===== src/rtl/flash_ctrl_pkg.sv =====
`timescale 1ns/1ps
`default_nettype none
// ============================================================================
// Module   : flash_ctrl_pkg
// Brief    : Shared types and frame constants for the XIP flash read
//            controller (state encoding, read opcode, frame field widths).
// Revision : 1.0 - initial release
// ============================================================================
package flash_ctrl_pkg;

  // Controller sequencing states.
  typedef enum logic [1:0] {
    IDLE  = 2'd0,
    SHIFT = 2'd1,
    RESP  = 2'd2,
    GAP   = 2'd3
  } state_t;

  // Serial NOR "read data" opcode.
  localparam logic [7:0] CMD_READ = 8'h03;

  // Frame layout: opcode, 24-bit address, 32 data bits, MSB first.
  localparam int FRAME_BITS = 64;
  localparam int CMD_BITS   = 8;
  localparam int ADDR_BITS  = 24;
  localparam int DATA_BITS  = 32;

  // The flash streams the lowest-addressed byte first; the core wants it in
  // the least significant byte of the word.
  function automatic logic [DATA_BITS-1:0] bswap32(input logic [DATA_BITS-1:0] w);
    return {w[7:0], w[15:8], w[23:16], w[31:24]};
  endfunction

endpackage
`default_nettype wire


===== src/rtl/flash_rr_arb.sv =====
`timescale 1ns/1ps
`default_nettype none
// ============================================================================
// Module   : flash_rr_arb
// Brief    : Two-way round-robin arbiter. A lone requester always wins; on a
//            tie the port that was not granted last time wins.
// Revision : 1.0 - initial release
// ============================================================================
module flash_rr_arb (
  input  logic [1:0] req,
  input  logic       enable,
  input  logic       last_grant,
  output logic [1:0] grant
);

  // One-hot grant, forced to zero whenever the controller cannot accept.
  always_comb begin
    grant = 2'b00;
    if (enable) begin
      case (req)
        2'b01:   grant = 2'b01;
        2'b10:   grant = 2'b10;
        2'b11:   grant = last_grant ? 2'b01 : 2'b10;
        default: grant = 2'b00;
      endcase
    end
  end

endmodule
`default_nettype wire


===== src/rtl/flash_xip_ctrl.sv =====
`timescale 1ns/1ps
`default_nettype none
// ============================================================================
// Module   : flash_xip_ctrl
// Brief    : SPI mode-0 master issuing 03h word reads to a serial NOR flash
//            on behalf of two round-robin arbitrated requesters (port 0 =
//            instruction fetch, port 1 = data load). Returns little-endian
//            32-bit words.
// Revision : 1.0 - initial release
// ============================================================================
module flash_xip_ctrl
  import flash_ctrl_pkg::*;
#(
  parameter int DIV    = 2,  // sck half-period in clocks (1..255)
  parameter int CS_GAP = 2   // min clocks ss stays high between frames (1..255)
) (
  input  logic        clock,
  input  logic        reset,
  input  logic [1:0]  req_valid,
  input  logic [47:0] req_addr,
  output logic [1:0]  req_ready,
  output logic [1:0]  resp_valid,
  input  logic [1:0]  resp_ready,
  output logic [31:0] resp_data,
  output logic        busy,
  output logic        sck,
  output logic        ss,
  output logic        mosi,
  input  logic        miso
);

  localparam logic [7:0] DIV_LAST   = 8'(DIV - 1);
  localparam logic [7:0] GAP_LOAD   = 8'(CS_GAP - 1);
  localparam logic [5:0] LAST_BIT   = 6'(FRAME_BITS - 1);
  localparam logic [5:0] DATA_START = 6'(CMD_BITS + ADDR_BITS);

  state_t                  state_q;
  logic                    port_q;        // port owning the current frame
  logic                    last_grant_q;  // port granted most recently
  logic [FRAME_BITS-1:0]   frame_q;       // outgoing bits, MSB is next out
  logic [DATA_BITS-1:0]    data_q;        // captured miso bits
  logic [5:0]              bit_q;         // index of the bit on the wire
  logic [7:0]              div_q;         // clocks spent in current sck phase
  logic [7:0]              gap_q;         // remaining ss-high clocks
  logic                    sck_q;
  logic                    ss_q;
  logic                    mosi_q;
  logic [1:0]              resp_valid_q;
  logic [DATA_BITS-1:0]    resp_data_q;

  logic [1:0]              grant;
  logic                    arb_en;
  logic                    accept;
  logic [ADDR_BITS-1:0]    sel_addr;

  // Requests are only granted while idle and out of reset.
  assign arb_en = (state_q == IDLE) && reset;

  flash_rr_arb u_arb (
    .req        (req_valid),
    .enable     (arb_en),
    .last_grant (last_grant_q),
    .grant      (grant)
  );

  assign req_ready = grant;
  assign accept    = |(req_valid & grant);
  assign sel_addr  = grant[1] ? req_addr[47:24] : req_addr[23:0];

  // Frame sequencer: accept, shift 64 bits with a DIV-clock half period,
  // present the response, then enforce the chip-select gap.
  always_ff @(posedge clock or negedge reset) begin
    if (!reset) begin
      state_q      <= IDLE;
      port_q       <= 1'b0;
      last_grant_q <= 1'b1;
      frame_q      <= '0;
      data_q       <= '0;
      bit_q        <= '0;
      div_q        <= '0;
      gap_q        <= '0;
      sck_q        <= 1'b0;
      ss_q         <= 1'b1;
      mosi_q       <= 1'b0;
      resp_valid_q <= 2'b00;
      resp_data_q  <= '0;
    end else begin
      // The gap timer free-runs down from the ss rising edge.
      if (gap_q != 8'd0) begin
        gap_q <= gap_q - 8'd1;
      end

      case (state_q)
        IDLE: begin
          if (accept) begin
            port_q       <= grant[1];
            last_grant_q <= grant[1];
            // Word reads only: the two low address bits are dropped.
            frame_q      <= {CMD_READ, sel_addr & 24'hFFFFFC, {DATA_BITS{1'b0}}};
            state_q      <= SHIFT;
          end
        end

        SHIFT: begin
          if (ss_q) begin
            // First cycle after accept: select the device, present bit 0.
            ss_q    <= 1'b0;
            sck_q   <= 1'b0;
            mosi_q  <= frame_q[FRAME_BITS-1];
            frame_q <= {frame_q[FRAME_BITS-2:0], 1'b0};
            div_q   <= 8'd0;
            bit_q   <= 6'd0;
          end else if (div_q != DIV_LAST) begin
            div_q <= div_q + 8'd1;
          end else begin
            div_q <= 8'd0;
            if (!sck_q) begin
              // Rising sck: the flash has had a full low phase to settle miso.
              sck_q <= 1'b1;
              if (bit_q >= DATA_START) begin
                data_q <= {data_q[DATA_BITS-2:0], miso};
              end
            end else begin
              sck_q <= 1'b0;
              if (bit_q == LAST_BIT) begin
                ss_q         <= 1'b1;
                mosi_q       <= 1'b0;
                resp_valid_q <= port_q ? 2'b10 : 2'b01;
                resp_data_q  <= bswap32(data_q);
                gap_q        <= GAP_LOAD;
                state_q      <= RESP;
              end else begin
                // mosi only moves on the falling sck edge (mode 0).
                bit_q   <= bit_q + 6'd1;
                mosi_q  <= frame_q[FRAME_BITS-1];
                frame_q <= {frame_q[FRAME_BITS-2:0], 1'b0};
              end
            end
          end
        end

        RESP: begin
          // Only the owning port's ready completes the handshake.
          if (resp_ready[port_q]) begin
            resp_valid_q <= 2'b00;
            state_q      <= (gap_q <= 8'd1) ? IDLE : GAP;
          end
        end

        GAP: begin
          if (gap_q <= 8'd1) begin
            state_q <= IDLE;
          end
        end

        default: state_q <= IDLE;
      endcase
    end
  end

  assign resp_valid = resp_valid_q;
  assign resp_data  = resp_data_q;
  assign sck        = sck_q;
  assign ss         = ss_q;
  assign mosi       = mosi_q;
  assign busy       = (state_q != IDLE) || (|resp_valid_q);

endmodule
`default_nettype wire


===== config.mk =====
export PLATFORM = sky130hd
export DESIGN_NAME = flash_xip_ctrl
export DESIGN_NICKNAME = d
export VERILOG_FILES = /design/src/rtl/flash_ctrl_pkg.sv /design/src/rtl/flash_rr_arb.sv /design/src/rtl/flash_xip_ctrl.sv
export SDC_FILE = /design/constraint.sdc
export NUM_CORES = 1
export LEC_CHECK = 0
export BUFFER_PORTS_ARGS = -buffer_cell sky130_fd_sc_hd__buf_2
export CORE_AREA = 4 4 158 160
export CTS_BUF_LIST = sky130_fd_sc_hd__clkbuf_16
export DETAILED_ROUTE_END_ITERATION = 10
export DIE_AREA = 0 0 162 164
export PLACE_DENSITY = 0.41
export SLEW_MARGIN = 25
export SYNTH_ARGS = -nofsm -noshare
export SYNTH_HDL_FRONTEND = slang
export SYNTH_SLANG_ARGS = --single-unit

===== constraint.sdc =====
create_clock -name clock -period 3 [get_ports clock]
set_clock_uncertainty 0.15 [all_clocks]
set_input_delay 0.3 -clock clock [delete_from_list [all_inputs] [get_ports clock]]
set_output_delay 0.3 -clock clock [all_outputs]
set_load 0.01 [all_outputs]

After elaboration in Yosys (flattened, before gate mapping)
Index checks and enable logic that the tools add are counted.

Register bits: 159. Input port bits: 55. Output and inout bits: 40. Word-level logic and storage cells: 113.

Add/sub/neg operators: 3. $lt $le $gt $ge: 3. Equality and inequality tests: 20. Multiplexer cells: 51. Bitwise gates (word level): 4. Reductions and logical operators: 19.

Operators with widths (number): $mux 64 (5); $pmux 64 s2 (1); $mux 8 (8); $mux 2 (16); $mux 24 (1); $mux 6 (4); $ne 2x2->1 const B (9); $reduce_and 5->1 (3); $mux 1 (13); $ne 3x3->1 const B (3); $add 8x1->8 const B (1); $eq 2x2->1 const B (4); $le 8x1->1 const B (1); $ne 8x1->1 const B (1); $pmux 2 s4 (1); $reduce_bool 2->1 (4); $reduce_bool 8->1 (1); $sub 8x1->8 const B (1); $reduce_and 7->1 (1); $add 6x1->6 const B (1); $eq 6x6->1 const B (1); $ge 6x6->1 const B (1); $pmux 2 s3 (1); $reduce_and 6->1 (1); 12 further kinds (17).

Logic depth before layout (Yosys ltp)
Gate-level depths: netlist of the first run.

Word-level depth: 7. Mapped depth: 8. Depth with buffers taken out: 6.

By module
A second synthesis of the first run with hierarchy kept.

Cells, all modules: 452. Area total of the unflattened synthesis: 5572.8 µm².

By module, submodules not included: flash_xip_ctrl (times used 1, cells each 447, area an instance 5551.6 µm², sequential area each 3130.5 µm²); flash_rr_arb (times used 1, cells each 5, area an instance 21.3 µm², sequential area each 0.0 µm²).

Worst setup path after synthesis of the first run
OpenSTA, ideal clock, no wires.

Kind: reg-to-reg. Start: register div_q[1]. End: register resp_data_q[10] (netlist: resp_data[10]). Setup time: 125 ps. Data arrival time: 2013 ps. Data required time: 2725 ps. Setup slack: 712 ps. Stages on the path, launching flop included: 8. Buffers on the path: 1. Clock period less this slack: 2288 ps. Path through: dfrtp_1 inv_1 ha_1 nor3b_1 nand3_1 nor4_4 buf_6 mux2_2.

Cells in the longest elaborated chain, start to end: 3.

RTL lines: from (decl) (RTL line flash_xip_ctrl.sv:43) `logic [7:0] div_q;`; from (signal assigned) (RTL line flash_xip_ctrl.sv:114) `div_q <= div_q + 8'd1;`; $ne 8x1->1 (RTL line flash_xip_ctrl.sv:113) `end else if (div_q != DIV_LAST) begin`; $not 1->1 (no line); $reduce_and 5->1 (no line); to (signal assigned) (RTL line flash_xip_ctrl.sv:129) `resp_data_q <= bswap32(data_q);`; to (decl) (RTL line flash_xip_ctrl.sv:49) `logic [DATA_BITS-1:0] resp_data_q;`.

Every way passes these cells. A chain may end at the register's enable or synchronous reset.

Final worst setup path of the first run
Start: register state_q[0]. End: output req_ready[1].

Cells in the longest elaborated chain, start to end: 3.

RTL lines: from (decl) (RTL line flash_xip_ctrl.sv:37) `state_t state_q;`; from (signal assigned) (RTL line flash_xip_ctrl.sv:146) `state_q <= (gap_q <= 8'd1) ? IDLE : GAP;`; $logic_not 2->1 (RTL line flash_xip_ctrl.sv:57) `assign arb_en = (state_q == IDLE) && reset;`; $logic_and 1x1->1 (RTL line flash_xip_ctrl.sv:57); $mux 2 (RTL line flash_rr_arb.sv:19) `if (enable) begin`; to (decl) (RTL line flash_xip_ctrl.sv:21) `output logic [1:0] req_ready,`.

Every way passes these cells.

==> results.yml, run 1 <==
run_status:
  status: "complete, no violations"
setup_path:
  r2r_slack_ps: 560
  worst_r2r_endpoint: "frame_q[43]$_DFFE_PN0P_"
  rr_worst_depth: 6
  path_class: "reg -> out"
  required_ps: 2550
  crit_chain: "nor3b_2, buf_4, and2_1, buf_12, buf_2"
  crit-reg2reg-launch: "div_q[0]$_DFFE_PN0P_"
  cpMaxStageDelayCell: "dfrtp_1"
  max_stage_delay_ps: 500
  cp-start-kind: "flip-flop"
  arrival_ps: 2190
  cp_max_fo: 23
  end_kind: "output port"
route:
  vias_per_cell: 4.317
  wl_um: 13220
  ant_nets: 0
  vias: 3967
  drt_iter0_drc: 238
  drt-pass1-iter-count: 4
  drc: 0
  wl_per_cell_um: 14.38
clock_tree:
  root_buffer: "clkbuf_16"
  cts_tree: "built"
  cts_sinks: 125
  worstSkewPairLatency_ps: 410
  cts.clk_slew.worst_paths_ps: 60
  cts-buffers-inserted: 17
  h-tree-depth: 4
  cts_buffer_depth: 2
die:
  rows: 56
  die_area_um2: 26570
  die_h_um: 164
  coreArea_um2: 23400
  io_pins: 95
  die_w_um: 162
  initial_core_util_pct: 24.70
timing:
  period_needed_ps: 2637
  max_slew_margin_pct: 49.18
  tightest_slew_ps: 754.3
  fmax_mhz: 379.3
  hold_viol: 0
  drv_slew: 0
  finalSetupViolations: 0
  fin_crit_sh_pct: 87.89
  setup_slack_ps: 363.2
  fin_setup_tns_ps: 0
  rsz0062_at_grt: "false"
synth:
  ys_top_cells_by_area: "dfrtp_1, mux2_2, nand2_1"
  yosys_warnings: 0
  synth_top_cell_area_share_pct: 53.25
  synth_top_area_cell: "dfrtp_1"
  syn_area_um2: 5781
  ys_ff_latch: 125
  syn_avg_cell_area_um2: 11.82
  synthesis.nets: 551
  syn_inst: 489
  async_flop_share_pct: 100.0
  yosysSeqAreaShare_pct: 54.16
  ys.flop_type: "dfrtp_1"
  synth_edf_count: 0
  ys_types: 47
global_routing:
  grt_max_degree: 81
  antenna_found_initial: 1
  grt_pass1_vias: 4268
  track_usage_pct: 10.38
  grt.overflow.total: 0
  grt_pass1_wl_um: 22170
finish:
  drive_gt1_share_pct: 38.33
  final_nets: 650
  layout_common_cells: "dfrtp_1, buf_2, mux2_2"
  antenna_cells: 0
  mostFrequentLayoutCell: "dfrtp_1"
  synthToLayoutAreaGrowth_pct: 24.87
place:
  port_buffers: 90
  dpl.hpwl_um: 8853
  post-place-ws_ps: 556.3
  place.gp.congestion: 0.7542
power:
  p_per_area_nw_per_um2: 760.3
  leakage_nw: 3.491
  ir_drop_mv: 0.3835
min_path:
  holdCritStartpoint: "req_addr[44]"
  min_to: "frame_q[52]$_DFFE_PN0P_"
  worstHoldPathCells: 4
  hold_class: "in -> reg"
run:
  maxCapViolCount: 0
logic make-up after synthesis:
kind of cell    after synthesis  synth area share (%)
buf+inv                      42                 3.485
fa+ha+maj                     7                 1.515
simple gates                149                 12.99
flops                       125                 54.16
mux                         101                 19.42
compound gates               53                 6.624
xor+xnor                     12                 1.818
critical path, delay by kind of cell (launching register included):
family | cells | cell delay [ps]
simple gates | 2 | 610
flops | 1 | 500
buf+inv | 3 | 650
Yosys cell counts, types with 3 or more instances:
library cell	instances
dfrtp_1	123
mux2_2	87
nand2_1	60
nand3_1	25
o211ai_1	23
nor2_1	21
clkbuf_1	16
inv_1	16
mux2i_1	12
xor2_1	8
ha_1	7
nand4_1	7
o21ai_0	6
buf_2	5
buf_6	5
nor3_1	5
a21oi_1	4
and2_1	4
nand2b_1	4
nor3b_1	4
o31ai_1	4
or4_1	4
xnor2_1	4
a21o_1	3
and3_1	3
nor2b_1	3
where the power goes:
part,switching [mW],leakage (nW),internal [mW]
combinational,0.658,1.58,0.623
clock,0.772,0.273,1.22
sequential,0.226,1.64,1.99
total,1.66,3.49,3.83
worst max-delay path by stage:
stage | startpoint | to | slack, ps | depth (start not counted)
after global routing | state_q[1]$_DFFE_PN0P_ | req_ready[1] | 220 | 5
after floorplan | div_q[1]$_DFFE_PN0P_ | resp_data[10]$_DFFE_PN0P_ | 710 | 7
after detailed placement | div_q[1]$_DFFE_PN0P_ | bit_q[5]$_DFFE_PN0P_ | 560 | 6
after CTS | state_q[1]$_DFFE_PN0P_ | req_ready[1] | 290 | 5
after global placement | div_q[0]$_DFFE_PN0P_ | frame_q[48]$_DFFE_PN0P_ | 550 | 6
final | state_q[0]$_DFFE_PN0P_ | req_ready[1] | 360 | 5
state kept, by name (all words and copies together) (netlist names):
signal	count
resp_data	32
bit_q	6
last_grant_q	1
ss	1
state_q	2
resp_valid	2
div_q	8
port_q	1
gap_q	8
mosi	1
sck	1
frame_q	30
data_q	32
cell type report:
cell class,count,area (um^2)
well taps,319,399.1
clock inverters,14,145.1
multi-input cells,322,2451
fillers,2431,16180
clock buffers,17,425.4
inverters,16,60.06
flip-flops and latches,125,3131
repair buffers,106,606.8
metrics by stage:
stage	cells	power (mW)	cell area (um^2)	hold WS (ps)	util [%]
floorplan	489	3.148	5781	-145.6	-
global placement	886	3.508	6624	322.1	28.30
detailed placement	886	3.541	6624	333.8	28.30
CTS	919	5.585	7214	113.2	30.83
global route	919	5.852	7218	118.7	30.84
finish	919	5.488	7218	129.6	30.84
what timing repair did:
item                                    CTS  global route
endpoints found under the hold margin    44             0
setup buffers                             0             0
endpoints found under the setup margin    0             0
gates resized for setup                   0             0
hold buffers                              2             0
layer usage:
layer  wire, um  GRT usage [%]  up-vias
li1           -              -     1928
met1       6474          13.68     1919
met2       5676          15.77      104
met3        899          4.065       14
met5         13              0        -
met4        150          3.230        2
Power figures use the tool's default switching activity.
==> run 2, diff against run 1 <==
--- a/config.mk
+++ b/config.mk
@@ -5,12 +5,13 @@
 export SDC_FILE = /design/constraint.sdc
 export NUM_CORES = 1
 export LEC_CHECK = 0
-export BUFFER_PORTS_ARGS = -buffer_cell sky130_fd_sc_hd__buf_2
 export CORE_AREA = 4 4 158 160
 export CTS_BUF_LIST = sky130_fd_sc_hd__clkbuf_16
+export CTS_CLUSTER_SIZE = 20
 export DETAILED_ROUTE_END_ITERATION = 10
 export DIE_AREA = 0 0 162 164
-export PLACE_DENSITY = 0.41
+export DONT_BUFFER_PORTS = 1
+export PLACE_DENSITY = 0.38
 export SLEW_MARGIN = 25
 export SYNTH_ARGS = -nofsm -noshare
 export SYNTH_HDL_FRONTEND = slang
==> run 2 against run 1 <==
Effect of this change: the run now ends with negative hold slack left; clock power grew 4%; core utilization shrank 2.0 points; die area stayed put; via count is 6.4% lower; setup slack improved by 110 ps; non-clock buffer count down 93; global-route usage down 0.18 points; total power is 0.46% lower; critical path depth increased by 2; first-iteration DRC count shrank 38%; combinational power decreased by 10%; critical endpoint is now frame_q[43]$_DFFE_PN0P_; largest cell class unchanged.
==> results.yml, run 2 (same netlist as run 1, synthesis figures left out) <==
run_status:
  status: "complete, but fails checks"
  violations: "negative hold slack"
run:
  maxCapViolCount: 0
timing:
  tightest_slew_ps: 794.5
  fmax_mhz: 396.3
  holdWs_ps: -563.2
  finalSetupViolations: 0
  rsz0062_at_grt: "false"
  max_slew_margin_pct: 46.47
  hold_viol: 125
  period_needed_ps: 2523
  fin_setup_tns_ps: 0
  drv_slew: 0
  setup_slack_ps: 476.8
  fin_crit_sh_pct: 84.11
global_routing:
  use_met3_pct: 4.818
  grt_pass1_wl_um: 21580
  grt_max_degree: 127
  use_met1_pct: 12.58
  grt_util_met2_pct: 15.83
  grt_pass1_vias: 3958
  busiest_layer: "met2"
  grt.overflow.total: 0
  antenna_found_initial: 0
  track_usage_pct: 10.20
setup_path:
  arrival_ps: 2670
  cp_max_fo: 29
  required_ps: 3150
  cp-start-kind: "flip-flop"
  path_buf_inv: 2
  cp_top_family: "buffers and inverters"
  path_class: "reg -> reg"
  cpMaxStageDelayCell: "nor4bb_1"
  end_kind: "flip-flop"
  crit_chain: "inv_1, ha_1, nor4bb_1, a21oi_1, o21ai_2, buf_4, mux2_2"
  max_stage_delay_ps: 450
finish:
  multi_input_area_um2: 2451
  fillers: 2481
  final_nets: 557
  regArea_um2: 3131
  antenna_cells: 0
  synthToLayoutAreaGrowth_pct: 16.71
  drive_gt1_share_pct: 27.56
  layout_common_cells: "dfrtp_1, mux2_2, nand2_1"
  mostFrequentLayoutCell: "dfrtp_1"
power:
  intPower_mw: 3.749
  leakage_nw: 3.074
  p_per_area_nw_per_um2: 809.8
  clockPowerShare_pct: 37.8
  seqPwrFrac_pct: 41.1
  p_comb_share_pct: 21.0
  finalPower_mw: 5.463
  p_sw_mw: 1.714
  p_sw_share_pct: 31.38
  ir_drop_mv: 0.3262
route:
  drt-pass1-iter-count: 4
  ant_nets: 0
  wl_um: 12880
  drc: 0
  wl_per_cell_um: 15.58
  drt_iter0_drc: 147
  vias_per_cell: 4.492
  vias: 3715
die:
  die_area_um2: 26570
  initial_core_util_pct: 24.70
  rows: 56
  die_h_um: 164
  die_w_um: 162
  coreArea_um2: 23400
  io_pins: 95
place:
  place.gp.congestion: 0.6975
  dpl.hpwl_um: 8336
  port_buffers: 0
  post-place-ws_ps: 446.8
clock_tree:
  cts_buffer_depth: 2
  cts.clk_slew.worst_paths_ps: 70
  root_buffer: "clkbuf_16"
  cts-buffers-inserted: 17
  worstSkewPairLatency_ps: 420
  cts_hold_buf: 1
  cts_tree: "built"
  h-tree-depth: 4
  cts_sinks: 125
min_path:
  hold_class: "in -> async"
-- run 2: cell count changes in the layout (fill, tap and decap cells not counted), moves of 3 or more --
cell      delta
buf_2       -89
inv_8        +4
clkinv_2     -3
inv_6        +5
clkinv_4     -3
-- run 2: power by group through the flow --
stage	Combinational (mW)	Clock [mW]	Sequential, mW
final	1.15	2.07	2.25
after global routing	1.31	2.23	2.30
after CTS	1.18	2.14	2.25
after detailed placement	1.17	0	2.28
after global placement	1.15	0	2.28
after floorplan	0.962	0	2.19
-- run 2: worst reg2reg max path, cell delays in order, from the launching register on --
cell and delay, ps:
dfrtp_1 440, inv_1 80, ha_1 150, nor4bb_1 450, a21oi_1 180, o21ai_2 150
buf_4 400, mux2_2 410
-- run 2: metal layers --
| layer | share of wire, % | up-vias |
|---|---|---|
| met2 | 45 | 83 |
| met1 | 44 | 1887 |
| met4 | 1.1 | 0 |
| met5 | 0 | - |
| met3 | 9.0 | 11 |
| li1 | - | 1734 |
-- run 2: worst paths after layout --
| kind | from | to | slack [ps] | depth (start not counted) |
|---|---|---|---|---|
| min in group clock | req_addr[37] | frame_q[45]$_DFFE_PN0P_ | 30 | 3 |
| max | div_q[1]$_DFFE_PN0P_ | frame_q[43]$_DFFE_PN0P_ | 480 | 7 |
| min reg2reg | data_q[31]$_DFFE_PN0P_ | data_q[31]$_DFFE_PN0P_ | 350 | 1 |
| min | reset | frame_q[45]$_DFFE_PN0P_ | -560 | 0 |
| max in group asynchronous | reset | last_grant_q$_DFFE_PN1P_ | 2880 | 0 |
| max reg2reg | div_q[1]$_DFFE_PN0P_ | frame_q[43]$_DFFE_PN0P_ | 480 | 7 |
-- run 2: timing repair --
action | in CTS | in global routing
hold endpoints to repair | 126 | 125
resized for setup | 0 | 0
setup buffers | 0 | 0
-- run 2: final cells by class --
class,count,share of cell area [%]
Sequential cell,125,46.40
Multi-Input combinational cell,322,36.33
Clock buffer,17,6.306
Tap cell,319,5.916
Clock inverter,15,2.485
Timing Repair Buffer,13,1.669
Inverter,16,0.8902
-- run 2: stage by stage --
stage	cell area, um^2	utilization [%]	cells
floorplan	5781	-	489
detailed placement	6143	26.25	794
global placement	6143	26.25	794
CTS	6746	28.83	827
finish	6746	28.83	827
global route	6746	28.83	827
